$ cat config.mk
export PLATFORM = sky130hd
export DESIGN_NAME = multi_step_vault_ctrl
export DESIGN_NICKNAME = d
export VERILOG_FILES = /design/src/rtl/multi_step_vault_ctrl.sv
export SDC_FILE = /design/constraint.sdc
export NUM_CORES = 1
export LEC_CHECK = 0
export ABC_AREA = 0
export CAP_MARGIN = 20
export CORE_MARGIN = 8
export CORE_UTILIZATION = 51
export CTS_CLUSTER_DIAMETER = 150
export DETAILED_ROUTE_END_ITERATION = 12
export PLACE_DENSITY = 0.8
export SYNTH_ARGS = -nofsm -noshare
export SYNTH_HDL_FRONTEND = slang
export SYNTH_SLANG_ARGS = --single-unit
$ cat constraint.sdc
create_clock -name clock -period 3.9 [get_ports clock]
set_clock_uncertainty 0.15 [all_clocks]
set_input_delay 0.585 -clock clock [delete_from_list [all_inputs] [get_ports clock]]
set_output_delay 0.585 -clock clock [all_outputs]
set_load 0.1 [all_outputs]
$ cat src/rtl/multi_step_vault_ctrl.sv
// Multi-step combination vault controller: alternating-direction combination entry,
// consecutive-failure counting and a timed lockout.
//
// state     | meaning
// ----------+----------------------------------------------------------
// LOCKED    | idle, waiting for dial turned down to 0 to start an attempt
// STARTED   | combination latched, waiting for the first upward movement
// SEEK      | moving towards entry [step] in direction dir_k
// ARMED     | dial resting on entry [step], waiting for direction reversal
// UNLOCKED  | combination accepted, lock open while dial turns up
// RELOCK    | dial turned down after unlock, waiting for dial at 0
// LOCKOUT   | too many failures, inputs ignored until timer expires
module multi_step_vault_ctrl #(
  parameter int CODE_W         = 5,
  parameter int NUM_STEPS      = 3,
  parameter int MAX_FAILS      = 3,
  parameter int LOCKOUT_CYCLES = 16,
  localparam int STEP_W = (NUM_STEPS > 1) ? $clog2(NUM_STEPS) : 1,
  localparam int FC_W   = $clog2(MAX_FAILS + 1),
  localparam int TMR_W  = (LOCKOUT_CYCLES > 1) ? $clog2(LOCKOUT_CYCLES) : 1
) (
  input  logic                        clock,
  input  logic                        n_reset,
  input  logic                        direction,
  input  logic [CODE_W-1:0]           vault_code,
  input  logic [NUM_STEPS*CODE_W-1:0] combo,
  output logic                        unlocked,
  output logic                        lockout,
  output logic [STEP_W-1:0]           step,
  output logic [FC_W-1:0]             fail_cnt,
  output logic [9:0]                  led
);

  typedef enum logic [2:0] {
    S_LOCKED, S_STARTED, S_SEEK, S_ARMED, S_UNLOCKED, S_RELOCK, S_LOCKOUT
  } state_t;

  state_t                      state, state_n;
  logic [STEP_W-1:0]           step_n;
  logic [FC_W-1:0]             fail_cnt_n;
  logic [TMR_W-1:0]            timer, timer_n;
  logic [NUM_STEPS*CODE_W-1:0] combo_q, combo_q_n;

  logic [CODE_W-1:0] cur_code;
  logic              dir_k, hit, past, last, do_fail;

  always_comb begin
    cur_code = '0;
    for (int k = 0; k < NUM_STEPS; k++)
      if (step == STEP_W'(k)) cur_code = combo_q[k*CODE_W +: CODE_W];
  end

  // even entries are approached turning up, odd entries turning down
  assign dir_k = ~step[0];
  assign hit   = (vault_code == cur_code);
  assign past  = dir_k ? (vault_code > cur_code) : (vault_code < cur_code);
  assign last  = (step == STEP_W'(NUM_STEPS - 1));

  always_ff @(posedge clock or negedge n_reset) begin
    if (!n_reset) begin
      state    <= S_LOCKED;
      step     <= '0;
      fail_cnt <= '0;
      timer    <= '0;
      combo_q  <= '0;
    end else begin
      state    <= state_n;
      step     <= step_n;
      fail_cnt <= fail_cnt_n;
      timer    <= timer_n;
      combo_q  <= combo_q_n;
    end
  end

  always_comb begin
    state_n    = state;
    step_n     = step;
    fail_cnt_n = fail_cnt;
    timer_n    = timer;
    combo_q_n  = combo_q;
    do_fail    = 1'b0;
    case (state)
      S_LOCKED: begin
        if (!direction && vault_code == '0) begin
          state_n   = S_STARTED;
          combo_q_n = combo;
          step_n    = '0;
        end
      end
      S_STARTED: begin
        if (direction && vault_code != '0) state_n = S_SEEK;
      end
      S_SEEK: begin
        if (direction == dir_k && hit) begin
          if (last) begin
            state_n    = S_UNLOCKED;
            fail_cnt_n = '0;
          end else begin
            state_n = S_ARMED;
          end
        end else if (direction != dir_k || past) begin
          do_fail = 1'b1;
        end
      end
      S_ARMED: begin
        if (direction != dir_k) begin
          step_n  = step + STEP_W'(1);
          state_n = S_SEEK;
        end else if (!hit) begin
          do_fail = 1'b1;
        end
      end
      S_UNLOCKED: begin
        if (!direction) state_n = S_RELOCK;
      end
      S_RELOCK: begin
        if (!direction && vault_code == '0) begin
          state_n = S_LOCKED;
          step_n  = '0;
        end
      end
      S_LOCKOUT: begin
        if (timer == '0) begin
          state_n    = S_LOCKED;
          fail_cnt_n = '0;
        end else begin
          timer_n = timer - TMR_W'(1);
        end
      end
      default: state_n = S_LOCKED;
    endcase

    if (do_fail) begin
      step_n = '0;
      if (fail_cnt == FC_W'(MAX_FAILS - 1)) begin
        state_n = S_LOCKOUT;
        timer_n = TMR_W'(LOCKOUT_CYCLES - 1);
      end else begin
        state_n    = S_LOCKED;
        fail_cnt_n = fail_cnt + FC_W'(1);
      end
    end
  end

  assign unlocked = (state == S_UNLOCKED);
  assign lockout  = (state == S_LOCKOUT);

  always_comb begin
    led      = '0;
    led[0]   = (state == S_LOCKED);
    led[1]   = (state == S_STARTED);
    led[2]   = (state == S_SEEK) || (state == S_ARMED);
    led[3]   = (state == S_UNLOCKED);
    led[4]   = direction;
    led[9:5] = 5'(vault_code);
  end

endmodule
==> impl_results.md <==
* Comb pwr share at 55.2%
* Area leader, netlist: dfrtp_1
* Post-synthesis sequential area ratio at 35.8%
* Synthesized area at 1820 sq um
* Worst-Margin Slew at 0.980 ns
* Initial antenna violation count at 0
* Yosys Warn Count at 0
* Worst-Skew Late Latency at 0.32 ns
* Worst vdd ir at 272 uV
* DR pass1 iterations at 4
* Syn nets at 229
* Post-CTS Resized at 0
* Global Route Usage Sum at 16.3%
* CTS root buf: clkbuf_4
* DIE HEIGHT at 75.7 microns
* Final Hold Fails at 0
* Die W at 75.7 microns
* FILL cells at 299
* Net Switching at 591 uW
* Clock Path Buffers at 2
* Ranking of synthesized cells by area: dfrtp_1, mux2_2, ha_1
* Sequential share of power at 33.7%
* Unrepaired setup endpoints after global routing: no
* DP HPWL at 3.38 mm
* Switching Fraction at 48.8%
* Placed Cells at 267
* Synth Area in Compound Gates at 16.0%
* Setup Crit Path Kind: flop to flop
* Violation count after the first detailed-route iteration at 110
* CTS sink count at 26
* Wire per inst at 15.5 microns
* Top Ports at 39
* Crit start category: flop
* Yosys cell types at 46
* CP Capture Type: flop
* Cells after Synth at 197
* Main combinational cell family by area after synthesis: simple AND/OR/NAND/NOR gates
* Ys flop type: dfrtp_1
* Max Cap Violations at 0
* Worst min path class: flop to flop
* Setup TNS at 0 ns
* Number of buffers added on ports at 38
* Syn Area/Cell at 9.23 sq um
* Multiplexer area fraction after synthesis at 11.0%
* Gpl congestion at 0.896
* PwrDens at 555 nW/um^2
* Fin. max-slew vios at 0
* Synth Area in Adders at 6.19%
* Gr ovfl total at 0
* FF+latch count, synth at 26
* DRC errors left at 0
* Reg area at 651 sq um
* Async SR Flop Fraction at 100%
* Post-Synth XOR/XNOR Area at 1.93%
* Final setup violation count at 0
* Min Clock Period, post-route at 3.28 ns
* Largest net degree at the start of global routing at 27
* Multi-input logic area at 1040 sq um
* Initial Utilization at 53.6%
* Layout cells sized above 1 at 17.8%
* Vias per inst at 5.87
* CTS tree: yes
* Relative slew slack at 34.5%
* Fin cells at 271
* Share of the synthesized area in the top cell type at 35.8%
* Hold_buf cts at 0
* Core Area at 3390 sq um
* Final WL at 4.21 mm
* Via Count at 1592
* Worst-path clk slew at 0.13 ns
* Die area at 5730 sq um
* Final #Nets at 258
* Layout area overhead at 19.8%
* CTS buffer count at 3
* First-pass GRT wire length at 7.35 mm
* Antenna Diode Count at 0
* Worst Path Required at 3.94 ns
* Post-CTS Setup Bufs at 0
* H-tree Lvls at 1
* Vias in the first global route at 1624
* Commonest non-fill, non-tap cells in the layout: dfrtp_1, clkdlybuf4s50_1, nand2_1
* Final period util at 84.1%
* Rows at 21
* CP Max Fanout at 8
* Simple-Gate Fraction of Synth Area at 21.7%
* Status: complete, no violations
* Leakage at 0.950 nW
* Internal power at 619 uW
* Post-route ant nets at 0
* Worst Path Arrival at 3.32 ns
* Clock power frac at 11.0%
* FMAX at 0.305 GHz
* Post-synth EDFFs at 0
## final cells by class
type | instances | share of cell area [%]
clock buffer | 4 | 1.67
inverter | 10 | 1.72
multi-input combinational | 146 | 47.7
sequential | 26 | 29.9
tap | 46 | 2.64
timing repair buffer | 39 | 16.4
## logic make-up after synthesis
| logic type | count (synthesis) |
|---|---|
| multiplexers | 18 |
| flip-flops | 26 |
| buffers and inverters | 25 |
| AO/OA/AOI/OAI | 44 |
| AND/OR/NAND/NOR | 71 |
| XOR/XNOR | 4 |
| adder cells (fa/ha/maj) | 9 |
## power groups by stage
| stage | combinational [mW] | sequential (mW) | clock, mW |
|---|---|---|---|
| after floorplan | 0.434 | 0.488 | 0 |
| after global placement | 0.657 | 0.412 | 0 |
| after detailed placement | 0.666 | 0.414 | 0 |
| after CTS | 0.668 | 0.408 | 0.140 |
| after global routing | 0.729 | 0.420 | 0.152 |
| final | 0.668 | 0.408 | 0.134 |
## layer usage
layer	track usage (%)	share of wire (%)
met1	20.6	45
met3	3.95	6.5
met4	4.48	1.6
met2	26.8	47
met5	0	0
## sequential cells by signal, summed over array words and instances (netlist names)
| signal | flops |
|---|---|
| combo_q | 15 |
| state | 3 |
| step | 2 |
| timer | 4 |
| fail_cnt | 2 |
## worst paths after layout
path / start / endpoint / slack (ns) / depth (start not counted)
min in group asynchronous: n_reset / state[0] / 0.46 / 2
max: step[0] / timer[1] / 0.62 / 11
max in group asynchronous: n_reset / timer[1] / 2.88 / 2
min reg2reg: combo_q[12] / combo_q[12] / 0.38 / 1
min: combo_q[12] / combo_q[12] / 0.38 / 1
max reg2reg: step[0] / timer[1] / 0.62 / 11
## critical path, stage by stage (launching register included)
cell      delay, ns
dfrtp_1        0.49
ha_1           0.32
nor2b_1        0.26
a22oi_1        0.11
nor2_1         0.11
a21oi_1        0.05
ha_1           0.33
nand4_1        0.23
or4_1          0.54
and3_1         0.21
nand4b_1       0.22
o211ai_1       0.14
## through the flow
step	hold WS [ns]	util, %	instance area (sq um)	power, mW	setup slack [ns]
2_1_floorplan	0.139	-	1820	0.922	0.301
3_3_place_gp	0.343	63.2	2140	1.07	0.772
3_5_place_dp	0.348	63.2	2140	1.08	0.679
4_1_cts	0.381	64.3	2180	1.22	0.649
5_1_grt	0.403	64.3	2180	1.30	0.372
6_report	0.377	64.3	2180	1.21	0.619
## synth_stat cells, drive strengths merged, types with 3 or more instances
| cell type | instances |
|---|---|
| a22oi | 4 |
| and3 | 3 |
| inv | 10 |
| o211ai | 3 |
| o21ai | 10 |
| o221ai | 3 |
| nor2 | 9 |
| dfrtp | 26 |
| nor2b | 5 |
| nand2b | 3 |
| buf | 11 |
| ha | 9 |
| mux2 | 16 |
| or4 | 6 |
| clkbuf | 4 |
| a21oi | 13 |
| nand3 | 11 |
| nor3 | 4 |
| nand2 | 17 |
| nand4 | 3 |
No activity file was read; power rests on OpenSTA's default activity.
